===== src/rtl/amo_pkg.sv =====
// Shared definitions for the atomic memory controller: funct5 codes, FSM encoding
// and the decode helper that separates supported atomics from unknown ones.
package amo_pkg;

   localparam logic [4:0] FN5_AMOADD = 5'b00000;
   localparam logic [4:0] FN5_SWAP   = 5'b00001;
   localparam logic [4:0] FN5_LR     = 5'b00010;
   localparam logic [4:0] FN5_SC     = 5'b00011;
   localparam logic [4:0] FN5_XOR    = 5'b00100;
   localparam logic [4:0] FN5_OR     = 5'b01000;
   localparam logic [4:0] FN5_AND    = 5'b01100;
   localparam logic [4:0] FN5_MIN    = 5'b10000;
   localparam logic [4:0] FN5_MAX    = 5'b10100;
   localparam logic [4:0] FN5_MINU   = 5'b11000;
   localparam logic [4:0] FN5_MAXU   = 5'b11100;

   localparam logic [2:0] ST_IDLE   = 3'd0;
   localparam logic [2:0] ST_PLAIN  = 3'd1;
   localparam logic [2:0] ST_LR_RD  = 3'd2;
   localparam logic [2:0] ST_SC_WR  = 3'd3;
   localparam logic [2:0] ST_AMO_RD = 3'd4;
   localparam logic [2:0] ST_AMO_WR = 3'd5;
   localparam logic [2:0] ST_RESP   = 3'd6;

   typedef enum logic [2:0] {
      S_IDLE   = ST_IDLE,
      S_PLAIN  = ST_PLAIN,
      S_LR_RD  = ST_LR_RD,
      S_SC_WR  = ST_SC_WR,
      S_AMO_RD = ST_AMO_RD,
      S_AMO_WR = ST_AMO_WR,
      S_RESP   = ST_RESP
   } state_t;

   function automatic logic fn5_known(input logic [4:0] f);
      case (f)
         FN5_AMOADD, FN5_SWAP, FN5_LR, FN5_SC, FN5_XOR, FN5_OR, FN5_AND,
         FN5_MIN, FN5_MAX, FN5_MINU, FN5_MAXU: fn5_known = 1'b1;
         default:                              fn5_known = 1'b0;
      endcase
   endfunction

endpackage


===== src/rtl/amo_alu.sv =====
// Combinational AMO result: combines the old memory word with the request operand.
module amo_alu
   import amo_pkg::*;
(
   input  logic [4:0]  funct5,
   input  logic [31:0] old_val,
   input  logic [31:0] operand,
   output logic [31:0] result
);

   always_comb begin
      result = operand;
      case (funct5)
         FN5_AMOADD: result = old_val + operand;
         FN5_SWAP:   result = operand;
         FN5_XOR:    result = old_val ^ operand;
         FN5_OR:     result = old_val | operand;
         FN5_AND:    result = old_val & operand;
         FN5_MIN:    result = ($signed(old_val) < $signed(operand)) ? old_val : operand;
         FN5_MAX:    result = ($signed(old_val) > $signed(operand)) ? old_val : operand;
         FN5_MINU:   result = (old_val < operand) ? old_val : operand;
         FN5_MAXU:   result = (old_val > operand) ? old_val : operand;
         default:    result = operand;
      endcase
   end

endmodule


===== src/rtl/amo_mem_ctrl.sv =====
// Serializing memory controller: forwards plain accesses, runs LR/SC against a
// per-id reservation table and turns AMOs into a locked read-modify-write.
module amo_mem_ctrl
   import amo_pkg::*;
#(
   parameter  int N_IDS = 2,
   localparam int ID_W  = (N_IDS > 1) ? $clog2(N_IDS) : 1
) (
   input  logic            i_clk,
   input  logic            i_rst,
   input  logic            i_bus_en,
   input  logic            i_wr_en,
   input  logic [31:0]     i_wr_data,
   input  logic [31:0]     i_addr,
   input  logic [3:0]      i_byte_en,
   input  logic            i_atomic,
   input  logic [ID_W-1:0] i_id,
   input  logic [6:0]      i_operation,
   output logic            o_ack,
   output logic [31:0]     o_rd_data,
   input  logic            i_ack,
   input  logic [31:0]     i_rd_data,
   output logic            o_bus_en,
   output logic            o_wr_en,
   output logic [31:0]     o_wr_data,
   output logic [31:0]     o_addr,
   output logic [3:0]      o_byte_en
);

   state_t            state, state_n;
   logic [4:0]        op_q, op_n;
   logic [ID_W-1:0]   id_q, id_n;
   logic [31:0]       opnd_q, opnd_n, old_q, old_n;
   logic              ack_n, bus_n, wr_n;
   logic [31:0]       rd_n, wdata_n, addr_n;
   logic [3:0]        be_n;

   logic [N_IDS-1:0]        res_vld;
   logic [N_IDS-1:0][29:0]  res_addr;
   logic                    res_set, res_clr_own, st_clr;

   logic [4:0]  fn5;
   logic        id_ok, is_atom, is_lr, is_sc, is_amo, res_hit;
   logic [31:0] alu_res;
   logic        unused_op;

   assign fn5       = i_operation[6:2];
   assign unused_op = ^i_operation[1:0];
   assign id_ok     = int'(i_id) < N_IDS;
   assign is_atom   = i_atomic && id_ok && fn5_known(fn5);
   assign is_lr     = is_atom && (fn5 == FN5_LR);
   assign is_sc     = is_atom && (fn5 == FN5_SC);
   assign is_amo    = is_atom && !is_lr && !is_sc;
   assign res_hit   = id_ok && res_vld[i_id] && (res_addr[i_id] == i_addr[31:2]);

   amo_alu u_alu (
      .funct5  (op_q),
      .old_val (i_rd_data),
      .operand (opnd_q),
      .result  (alu_res)
   );

   always_ff @(posedge i_clk) begin
      if (i_rst) begin
         state     <= S_IDLE;
         op_q      <= '0;
         id_q      <= '0;
         opnd_q    <= '0;
         old_q     <= '0;
         o_ack     <= 1'b0;
         o_rd_data <= '0;
         o_bus_en  <= 1'b0;
         o_wr_en   <= 1'b0;
         o_wr_data <= '0;
         o_addr    <= '0;
         o_byte_en <= '0;
      end else begin
         state     <= state_n;
         op_q      <= op_n;
         id_q      <= id_n;
         opnd_q    <= opnd_n;
         old_q     <= old_n;
         o_ack     <= ack_n;
         o_rd_data <= rd_n;
         o_bus_en  <= bus_n;
         o_wr_en   <= wr_n;
         o_wr_data <= wdata_n;
         o_addr    <= addr_n;
         o_byte_en <= be_n;
      end
   end

   always_comb begin
      state_n     = state;
      op_n        = op_q;
      id_n        = id_q;
      opnd_n      = opnd_q;
      old_n       = old_q;
      ack_n       = 1'b0;
      rd_n        = o_rd_data;
      bus_n       = o_bus_en;
      wr_n        = o_wr_en;
      wdata_n     = o_wr_data;
      addr_n      = o_addr;
      be_n        = o_byte_en;
      res_set     = 1'b0;
      res_clr_own = 1'b0;
      st_clr      = 1'b0;
      case (state)
         S_IDLE: if (i_bus_en) begin
            id_n   = i_id;
            op_n   = fn5;
            opnd_n = i_wr_data;
            addr_n = {i_addr[31:2], 2'b00};
            be_n   = 4'hF;
            if (is_lr) begin
               state_n = S_LR_RD;
               bus_n   = 1'b1;
               wr_n    = 1'b0;
            end else if (is_sc) begin
               // An SC always consumes its own reservation, pass or fail.
               res_clr_own = 1'b1;
               if (res_hit) begin
                  state_n = S_SC_WR;
                  bus_n   = 1'b1;
                  wr_n    = 1'b1;
                  wdata_n = i_wr_data;
               end else begin
                  state_n = S_RESP;
                  ack_n   = 1'b1;
                  rd_n    = 32'd1;
               end
            end else if (is_amo) begin
               state_n = S_AMO_RD;
               bus_n   = 1'b1;
               wr_n    = 1'b0;
            end else begin
               state_n = S_PLAIN;
               bus_n   = 1'b1;
               wr_n    = i_wr_en;
               wdata_n = i_wr_data;
               addr_n  = i_addr;
               be_n    = i_byte_en;
            end
         end
         S_PLAIN: if (i_ack) begin
            state_n = S_RESP;
            bus_n   = 1'b0;
            wr_n    = 1'b0;
            ack_n   = 1'b1;
            rd_n    = o_wr_en ? 32'd0 : i_rd_data;
            st_clr  = o_wr_en;
         end
         S_LR_RD: if (i_ack) begin
            state_n = S_RESP;
            bus_n   = 1'b0;
            ack_n   = 1'b1;
            rd_n    = i_rd_data;
            res_set = 1'b1;
         end
         S_SC_WR: if (i_ack) begin
            state_n = S_RESP;
            bus_n   = 1'b0;
            wr_n    = 1'b0;
            ack_n   = 1'b1;
            rd_n    = 32'd0;
            st_clr  = 1'b1;
         end
         // Bus stays requested across the read->write turn so nothing can slip in.
         S_AMO_RD: if (i_ack) begin
            state_n = S_AMO_WR;
            old_n   = i_rd_data;
            wr_n    = 1'b1;
            wdata_n = alu_res;
         end
         S_AMO_WR: if (i_ack) begin
            state_n = S_RESP;
            bus_n   = 1'b0;
            wr_n    = 1'b0;
            ack_n   = 1'b1;
            rd_n    = old_q;
            st_clr  = 1'b1;
         end
         S_RESP:  state_n = S_IDLE;
         default: state_n = S_IDLE;
      endcase
   end

   for (genvar k = 0; k < N_IDS; k++) begin : g_res
      always_ff @(posedge i_clk) begin
         if (i_rst) begin
            res_vld[k]  <= 1'b0;
            res_addr[k] <= '0;
         end else if (res_set && int'(id_q) == k) begin
            res_vld[k]  <= 1'b1;
            res_addr[k] <= o_addr[31:2];
         end else if ((res_clr_own && int'(i_id) == k) ||
                      (st_clr && res_addr[k] == o_addr[31:2])) begin
            res_vld[k]  <= 1'b0;
         end
      end
   end

endmodule

===== config.mk =====
export PLATFORM = sky130hd
export DESIGN_NAME = amo_mem_ctrl
export DESIGN_NICKNAME = d
export VERILOG_FILES = /design/src/rtl/amo_pkg.sv /design/src/rtl/amo_alu.sv /design/src/rtl/amo_mem_ctrl.sv
export SDC_FILE = /design/constraint.sdc
export NUM_CORES = 1
export LEC_CHECK = 0
export BUFFER_PORTS_ARGS = -buffer_cell sky130_fd_sc_hd__buf_2
export CAP_MARGIN = 10
export CORE_UTILIZATION = 47
export DETAILED_ROUTE_END_ITERATION = 10
export GPL_TIMING_DRIVEN = 0
export PLACE_DENSITY = 0.68
export SLEW_MARGIN = 20
export SYNTH_ARGS = -nofsm -noshare
export SYNTH_HDL_FRONTEND = slang
export SYNTH_SLANG_ARGS = --single-unit

===== constraint.sdc =====
create_clock -name i_clk -period 4.7 [get_ports i_clk]
set_input_delay 0.705 -clock i_clk [delete_from_list [all_inputs] [get_ports i_clk]]
set_output_delay 0.705 -clock i_clk [all_outputs]
set_load 0.05 [all_outputs]

# Yosys cells after proc, flatten, opt, wreduce, memory -nomap -nowiden

Memories as Yosys holds them, arrays and structs flattened.
Cells that the tools add are included.

Register bits: 238
Memory bits (read-only): 32
Bits of input ports: 114
Word-level logic and storage cells: 162
Memories kept: 1

Memory list:

| memory          | depth | bits a word | rd ports | clocked after memory_dff | wr ports | line          | RTL |
|---|---|---|---|---|---|---|---|
| (no name shown) | 32    | 1           | 1        | 0                        | 0        | amo_pkg.sv:36 | `case (f)` |

Add/sub/neg operators: 1
$lt $le $gt $ge: 5
Equal/unequal tests: 31
Mux-type cells: 69
Bitwise gates (word level): 5
Reduce and logical (&&, ||, !) cells: 34

Operator list:

| cell                                                            | count |
|---|---|
| 32-bit 2-to-1 mux                                               | 19 |
| 32-bit case mux with 8 select lines                             | 1 |
| 32-bit case mux with 5 select lines                             | 1 |
| 30-bit == test                                                  | 3 |
| 32-bit > comparator                                             | 2 |
| 32-bit less-than comparator                                     | 2 |
| 32-bit case mux with 2 select lines                             | 1 |
| 30-bit 2-to-1 mux                                               | 2 |
| 32-bit adder                                                    | 1 |
| 32-bit AND                                                      | 1 |
| 32-bit bitwise OR                                               | 1 |
| 32-bit XOR                                                      | 1 |
| 1-bit 2-to-1 mux                                                | 27 |
| 3-bit 2-to-1 mux                                                | 7 |
| 5-bit == test, second input constant                            | 4 |
| 2-bit != test, second input constant                            | 9 |
| 1-bit logical AND                                               | 12 |
| 4-bit 2-to-1 mux                                                | 3 |
| 5-bit by 2-bit == test with 1-bit output, second input constant | 2 |
| 5-bit by 4-bit == test with 1-bit output, second input constant | 2 |
| 3-bit case mux with 3 select lines                              | 1 |
| 9-bit AND reduction                                             | 1 |
| 2-bit nonzero test                                              | 4 |
| 3-bit by 2-bit == test with 1-bit output, second input constant | 2 |
| 25 further kinds                                                | 36 |

# Longest topological paths before layout

Gate-level depths: netlist of run 1.
An unclocked memory read counts as a cell.

Word-level depth: 11
Depth in mapped cells: 14

# Hierarchy

From an unflattened synthesis of run 1, not the netlist that was laid out.

Cell total of the unflattened synthesis: 2,007
Area total of the unflattened synthesis: 15,569.9 sq um

By module, submodules not included:

| module       | instances | cells an instance | area an instance (sq um) | seq. area each (sq um) |
|---|---|---|---|---|
| amo_mem_ctrl | 1         | 1,256             | 10,507.6                 | 4,764.6 |
| amo_alu      | 1         | 751               | 5,062.4                  | 0.0 |

# Worst setup path before layout of run 1

Ideal clock, no wire load.

Path type: in2reg
From: in i_rd_data[30]
To: reg o_wr_data[29]
Library setup time: 101 ps
Arrival time: 3,490 ps
Required time: 4,599 ps
Slack: 1,109 ps
Cell stages on the path: 13
Buffers on the path: 2
Path through: inv_1 > ha_1 > buf_2 > nor4_4 > nand4_2 > or4_1 > buf_2 > nor3_2 > a311oi_1 > or3b_1 > a21o_1 > a311o_1 > o41ai_1

Longest elaborated chain between the ends: 5

RTL lines:

| item                                        | line                | RTL |
|---|---|---|
| start, declared                             | amo_mem_ctrl.sv:22  | `input logic [31:0] i_rd_data,` |
| 32-bit > comparator (tied with other cells) | amo_alu.sv:22       | `FN5_MAXU: result = (old_val > operand) ? old_val : operand;` |
| 32-bit 2-to-1 mux (on tied branches)        | n/a                 |  |
| 32-bit case mux with 8 select lines (*)     | amo_alu.sv:13       | `case (funct5)` |
| 32-bit 2-to-1 mux (*)                       | amo_mem_ctrl.sv:170 | `S_AMO_RD: if (i_ack) begin` |
| 32-bit case mux with 2 select lines (*)     | amo_mem_ctrl.sv:109 | `case (state)` |
| end signal, assigned                        | amo_mem_ctrl.sv:87  | `o_wr_data <= wdata_n;` |
| end, declared                               | amo_mem_ctrl.sv:25  | `output logic [31:0] o_wr_data,` |

Every way passes the cells marked *; elsewhere a longest branch is shown, timed or not. The select of a mux whose other input is x is not followed.
A chain may end at the register's enable or synchronous reset.

# Worst setup path after layout of run 1

From: in i_id
To: reg o_wr_data[15]

Longest elaborated chain between the ends: 6

RTL lines:

| item                                                  | line               | RTL |
|---|---|---|
| start, declared                                       | amo_mem_ctrl.sv:17 | `input logic [ID_W-1:0] i_id,` |
| 30-bit 2-to-1 mux (implied by the code) (2 in series) | amo_mem_ctrl.sv:54 | `assign res_hit = id_ok && res_vld[i_id] && (res_addr[i_id] == i_addr[31:2]);` |
| 30-bit == test                                        | amo_mem_ctrl.sv:54 |  |
| 1-bit logical AND (*)                                 | amo_mem_ctrl.sv:54 |  |
| 3-bit != test (no source line) (*)                    | n/a                |  |
| 6-bit AND reduction (no source line) (*)              | n/a                |  |

Marks and branches as above.

==> flow_metrics.py, run 1 <==
metrics = {
    "floorplanning": {
        "row_count": 65,
        "die_w_um": 182.3,
        "ios": 217,
        "core-area_um2": 31800,
        "dieArea_um2": 33220,
        "die_height_um": 182.3,
        "initial_utilization": 0.4802,
    },
    "finish": {
        "final_core_util": 0.5616,
        "drive_above_1_share": 0.1284,
        "final_cell_area_um2": 17860,
        "multi_input_area_um2": 9572,
        "nets": 2489,
        "regArea_um2": 4765,
        "fillers": 3004,
        "syn_to_final_growth_pct": 16.95,
        "final_cells": 2735,
    },
    "route": {
        "vias": 16720,
        "firstDrtPassIters": 6,
        "drc": 0,
        "ant_nets": 0,
        "drtIter0Drc": 1940,
        "drt-total-wl_um": 64720,
        "wl_per_cell_um": 23.66,
        "viasPerCell": 6.114,
    },
    "global_route": {
        "grt.overflow.total": 0,
        "grtUsageTotal": 0.3798,
        "grt_max_degree": 16,
        "antenna_found_initial": 3,
        "grt_pass1_vias": 15270,
        "grt_pass1_wl_um": 95260,
    },
    "placed_design": {
        "postPlaceCellArea_um2": 16880,
        "place_congestion": 0.9928,
        "dp_hpwl_um": 48110,
        "place_ws_ns": -0.2212,
        "port_buffers": 212,
        "placed_cells": 2683,
    },
    "power": {
        "internal-power_mw": 4.248,
        "power.switching_mw": 2.870,
        "ir_worst_vdd_mv": 0.3417,
        "leakage_nw": 7.074,
        "seq_power_share": 0.328,
        "powerDensity_nw_per_um2": 398.6,
        "combPwrFrac": 0.345,
        "swShare": 0.4032,
        "power_mw": 7.119,
        "p_clk_frac": 0.327,
    },
    "cts": {
        "cts.sinks": 238,
        "holdBufCountCts": 0,
        "cts_tree": "yes",
        "postCtsSetupBuffers": 0,
        "cts_root_buf": "clkbuf_16",
        "cts-resized-gates": 0,
        "worst_skew_pair.late_latency_ns": 0.59,
        "clk_pin_slew_worst_paths_ns": 0.06,
        "cts_htree_levels": 1,
        "cts_buffer_depth": 3,
        "cts_buffers": 28,
    },
    "synth": {
        "async_flop_share": 0,
        "synth_area_per_cell_um2": 7.500,
        "synthFlopType": "dfxtp_1",
        "netlist_area_um2": 15270,
        "synth.distinct_cells": 81,
        "yosysSeqAreaShare": 0.3120,
        "ys_warn_count": 0,
        "synth-edff-count": 0,
        "ys_seq_elements": 238,
        "netlist_instances": 2036,
        "syn-num-nets": 2247,
    },
    "job": {
        "drv_cap": 0,
    },
    "setup_path": {
        "required_ns": 5.12,
        "criticalPathCategory": "in -> reg",
        "critPathCaptureType": "flip-flop",
        "arrival_ns": 5.06,
        "start_kind": "input port",
        "cp_max_fo": 10,
        "r2r_slack_ns": 0.14,
    },
    "hold_path": {
        "hold_path.class": "in -> reg",
    },
    "timing": {
        "setup_slack_ns": 0.06012,
        "setup_violations": 0,
        "fmax_mhz": 215.5,
        "worst_clock_skew_ns": 0.01959,
        "final_hold_viol_count": 0,
        "maxSlewViolCount": 0,
        "worstMarginPinSlew_ns": 1.164,
        "slew_headroom": 0.2241,
        "finalCriticalPeriod_ns": 4.640,
        "rsz0062_at_grt": "false",
        "fin_crit_sh": 0.9872,
    },
    "status": {
        "outcome": "complete, no violations",
    },
}
==> cell usage in the layout (no fill, tap or decap), drive strengths merged, types with 6 or more instances in the layout <==
cell	instances
a31oi	10
xnor2	89
o21a	6
o21bai	7
nand4	22
nand2b	8
o2111ai	7
a22oi	54
o211ai	9
a211oi	67
mux2i	38
nor4	24
a311oi	28
nand2	420
a2111oi	6
xor2	29
nor3	28
a41oi	6
and3	7
nand3	18
buf	239
ha	96
a221oi	14
inv	94
nor2b	10
dfxtp	238
a21oi	265
o21ai	77
a21o	14
clkinv	6
nor2	125
clkbuf	158
a211o	6
==> worst max-delay path, stage by stage <==
cell and delay (ns):
buf_2 0.23, buf_2 0.44, mux2i_1 0.27, xnor2_1 0.12, nor4_1 0.45, nand4_1 0.21, o21ai_1 0.52, o211ai_1 0.55
clkbuf_1 0.64, a2111oi_0 0.73, a311oi_1 0.18
==> synthesized netlist by cell type, types with 3 or more instances <==
master | count | area [µm²]
nand2_1 | 420 | 1577
a21oi_1 | 265 | 1326
dfxtp_1 | 238 | 4765
nor2_1 | 125 | 469.2
clkbuf_1 | 117 | 439.2
ha_1 | 96 | 1201
inv_1 | 94 | 352.8
xnor2_1 | 89 | 779.5
o21ai_0 | 75 | 375.4
a211oi_1 | 66 | 495.5
a22oi_1 | 54 | 405.4
mux2i_1 | 38 | 380.4
xor2_1 | 29 | 254.0
a311oi_1 | 27 | 236.5
nor3_1 | 27 | 135.1
nand4_1 | 21 | 131.4
nor4_1 | 21 | 131.4
nand3_1 | 18 | 90.09
a221oi_1 | 14 | 122.6
buf_2 | 14 | 70.07
a21o_1 | 13 | 97.59
a31oi_1 | 10 | 62.56
buf_1 | 10 | 37.54
nor2b_1 | 10 | 62.56
o211ai_1 | 9 | 67.56
nand2b_1 | 8 | 50.05
and3_1 | 7 | 43.79
o2111ai_1 | 7 | 61.31
o21bai_1 | 7 | 52.55
a211o_1 | 6 | 52.55
o21a_1 | 6 | 45.04
a2111oi_0 | 5 | 43.79
a41oi_1 | 5 | 43.79
o31ai_1 | 5 | 37.54
and2_1 | 4 | 25.02
and4_1 | 4 | 35.03
nand3b_1 | 4 | 30.03
or2_2 | 4 | 25.02
a221o_1 | 3 | 30.03
nor3b_1 | 3 | 22.52
o31a_1 | 3 | 26.28
==> routing by layer <==
metal  GRT usage  wire length, µm  up-vias  part of all wire
li1            -                -     7636                 -
met1      0.5105            27480     7982              0.42
met2      0.5992            28160      940              0.44
met3     0.06127             5907      159             0.091
met4      0.1664             3149        4             0.049
met5           0               25        -           0.00039
==> cell families (layout without fill, tap and decap cells) <==
| family | count (synthesis) | after routing | share of synthesized area |
|---|---|---|---|
| DFF | 238 | 238 | 0.3120 |
| muxes | 40 | 40 | 0.02638 |
| buffers and inverters | 240 | 502 | 0.06194 |
| AOI/OAI and AO/OA | 616 | 616 | 0.2587 |
| and+or+nand+nor | 686 | 686 | 0.1927 |
| xor gates and xnor gates | 118 | 118 | 0.06768 |
| other | 0 | 2 | 0 |
| adders and majority gates | 98 | 98 | 0.08062 |
==> final timing paths <==
check                 from       endpoint  depth (start not counted)
max                   i_id  o_wr_data[15]                         11
min reg2reg      old_q[27]      old_q[27]                          2
max reg2reg     opnd_q[15]  o_wr_data[28]                         13
min          i_wr_data[19]     opnd_q[19]                          3
==> through the flow <==
step / TNS [ns] / hold WS [ns]
after floorplan: 0 / 0.4360
after global placement: -3.502 / 0.4416
after detailed placement: -2.853 / 0.4461
after CTS: 0 / 0.3584
after global routing: 0 / 0.3823
final: 0 / 0.3684
==> sequential cells by signal, summed over array words and instances, names as in the netlist <==
name / count
res_addr: 60
o_addr: 32
o_rd_data: 32
o_wr_data: 32
old_q: 32
opnd_q: 32
op_q: 5
o_byte_en: 4
state: 3
res_vld: 2
id_q: 1
o_ack: 1
o_bus_en: 1
o_wr_en: 1
==> power by group through the flow <==
stage	clock network [mW]	logic (mW)	registers, mW
4_1_cts	2.33	2.39	2.33
3_5_place_dp	0	2.38	2.37
2_1_floorplan	0	1.20	2.72
6_report	2.33	2.46	2.34
5_1_grt	2.42	2.60	2.35
3_3_place_gp	0	2.36	2.37
==> final cells by class <==
cell class,count,area share
Antenna cell,2,0.0002802
Clock inverter,10,0.01016
Timing Repair Buffer,212,0.05941
Tap cell,435,0.03048
Clock buffer,40,0.04400
Buffer,145,0.03300
Inverter,95,0.01997
Sequential cell,238,0.2668
Multi-Input combinational cell,1558,0.5359
(Power assumes the default switching activity.)
==> run 2, diff against run 1 <==
REMOVE_ABC_BUFFERS = 1   (was default)
clock period = 5.33 ns   (was 4.7 ns; I/O delays follow)
==> run 2 against run 1 <==
  * Non-clock buffer count is 120 lower
  * Via count is 9.1% lower
  * Flip-flop and latch count stayed put
  * Critical path depth stayed put
  * Critical path type unchanged
  * Power is 15% lower
  * Utilization is 0.14 points lower
  * Register-to-register slack better by 0.90 ns
  * Routed wire length is 25% lower
  * Clock-buffer cell count is 4 higher
  * Sequential share of layout area is 0.074 points higher
  * Combinational power is 18% lower
==> flow_metrics.py, run 2 (synthesis gave the netlist of run 1 again) <==
metrics = {
    "status": {
        "outcome": "complete, no violations",
    },
    "global_route": {
        "grt_max_degree": 106,
        "grt_pass1_vias": 14290,
        "grt.overflow.total": 0,
        "antenna_found_initial": 7,
        "grt_pass1_wl_um": 76930,
        "grtUsageTotal": 0.2871,
    },
    "finish": {
        "layout_common_cells": "417 x nand2_1, 265 x a21oi_1, 237 x dfxtp_1",
        "final_cells": 2616,
        "fillers": 2968,
        "final_core_util": 0.5602,
        "multi_input_area_um2": 9669,
        "drive_above_1_share": 0.1465,
        "largest_reg_flops": 60,
        "syn_to_final_growth_pct": 16.66,
        "largest-register": "res_addr",
        "nets": 2369,
        "final_common_cell": "nand2_1",
        "regArea_um2": 4766,
    },
    "timing": {
        "rsz0062_at_grt": "false",
        "final_hold_viol_count": 0,
        "worst_clock_skew_ns": 0.03136,
        "slew_headroom": 0.2070,
        "setup_slack_ns": 0.6928,
        "fin_crit_sh": 0.8700,
        "worstMarginPinSlew_ns": 1.184,
        "tns_ns": 0,
        "finalCriticalPeriod_ns": 4.637,
        "fmax_mhz": 215.6,
        "setup_violations": 0,
        "maxSlewViolCount": 0,
    },
    "job": {
        "drv_cap": 0,
    },
    "route": {
        "drtIter0Drc": 1053,
        "viasPerCell": 5.811,
        "drc": 0,
        "drt-total-wl_um": 48830,
        "wl_per_cell_um": 18.67,
        "firstDrtPassIters": 6,
        "vias": 15200,
        "ant_nets": 0,
    },
    "cts": {
        "cts_htree_levels": 1,
        "worst_skew_pair.late_latency_ns": 0.57,
        "cts.sinks": 238,
        "cts_tree": "yes",
        "cts_buffer_depth": 3,
        "cts_root_buf": "clkbuf_16",
        "clk_pin_slew_worst_paths_ns": 0.06,
        "postCtsSetupBuffers": 0,
        "holdBufCountCts": 0,
        "cts-resized-gates": 0,
        "cts_buffers": 28,
    },
    "setup_path": {
        "critPathCaptureType": "flip-flop",
        "cp_max_fo": 34,
        "r2r_slack_ns": 1.04,
        "cp-endpoint": "o_wr_data[20]",
        "rr_worst_depth": 11,
        "worstSetupStartpoint": "i_id",
        "worstReg2RegStart": "opnd_q[23]",
        "start_kind": "input port",
        "criticalPathCategory": "in -> reg",
        "arrival_ns": 5.06,
        "required_ns": 5.76,
        "rr_endpoint": "o_wr_data[28]",
    },
    "power": {
        "ir_worst_vdd_mv": 0.2760,
        "leakage_nw": 7.076,
        "powerDensity_nw_per_um2": 337.7,
    },
    "hold_path": {
        "hold_path.class": "reg -> reg",
    },
    "placed_design": {
        "port_buffers": 214,
        "place_ws_ns": 0.3326,
        "placed_cells": 2563,
        "place_congestion": 0.9385,
        "dp_hpwl_um": 34720,
    },
    "floorplanning": {
        "ios": 217,
        "dieArea_um2": 33220,
        "row_count": 65,
        "die_w_um": 182.3,
        "initial_utilization": 0.4802,
        "core-area_um2": 31800,
        "die_height_um": 182.3,
    },
}
## run 2: changes by cell type in the layout (fill, tap and decap cells not counted), moves of 3 or more
| cell | delta |
|---|---|
| buf_16 | +13 |
| and3_2 | +3 |
| nor2_1 | -5 |
| buf_4 | +6 |
| clkbuf_1 | -116 |
| buf_1 | -10 |
| buf_2 | -13 |
| nand2_1 | -3 |
| and3_1 | -4 |
| nor2_4 | +4 |
| clkbuf_8 | +3 |
| nand2_2 | +3 |
## run 2: worst min path at each step
stage                         start         to  slack [ns]  cells after the start
after floorplan           old_q[10]  old_q[10]        0.43                      2
after global placement    o_addr[1]  o_addr[1]        0.44                      2
after detailed placement  old_q[23]  old_q[23]        0.45                      2
after CTS                 old_q[23]  old_q[23]        0.45                      2
after global routing      old_q[21]  old_q[21]        0.47                      2
final                     old_q[18]  old_q[18]        0.45                      2
## run 2: stage by stage
step | power (mW) | instance area, µm² | hold slack [ns]
4_1_cts | 6.030 | 17800 | 0.4536
6_report | 6.016 | 17810 | 0.4535
2_1_floorplan | 3.395 | 14680 | 0.4300
5_1_grt | 6.302 | 17810 | 0.4651
3_3_place_gp | 3.997 | 16300 | 0.4387
3_5_place_dp | 4.093 | 16870 | 0.4460
## run 2: per-layer routing
| metal | vias to the layer above | share of wire | GRT usage | wire length (µm) |
|---|---|---|---|---|
| met5 | - | 0.00084 | 0 | 41 |
| met4 | 6 | 0.043 | 0.1318 | 2092 |
| met3 | 121 | 0.072 | 0.05408 | 3513 |
| met2 | 581 | 0.47 | 0.4795 | 22860 |
| met1 | 7112 | 0.42 | 0.3574 | 20330 |
| li1 | 7382 | - | - | - |
## run 2: critical path, cell delays in order
cell,delay [ns]
buf_2,0.79
mux2i_1,0.30
xnor2_1,0.20
nor4_1,0.74
nand4_1,0.27
o21ai_1,0.59
o211ai_1,0.41
buf_4,0.32
a211o_1,0.28
a221oi_1,0.22
a211oi_1,0.11
## run 2: cell type report
class / instances / share of cell area
repair buffers: 237 / 0.08632
multi-input cells: 1558 / 0.5428
clock buffers: 44 / 0.04664
flip-flops and latches: 238 / 0.2675
inverters: 95 / 0.02002
diodes: 4 / 0.0005619
clock inverters: 5 / 0.005619
well taps: 435 / 0.03055
## run 2: report_power, final
| part | leakage (nW) | switching [mW] | internal (mW) |
|---|---|---|---|
| clock network | 0.454 | 0.775 | 1.16 |
| logic | 4.68 | 1.36 | 0.646 |
| registers | 1.94 | 0.149 | 1.92 |
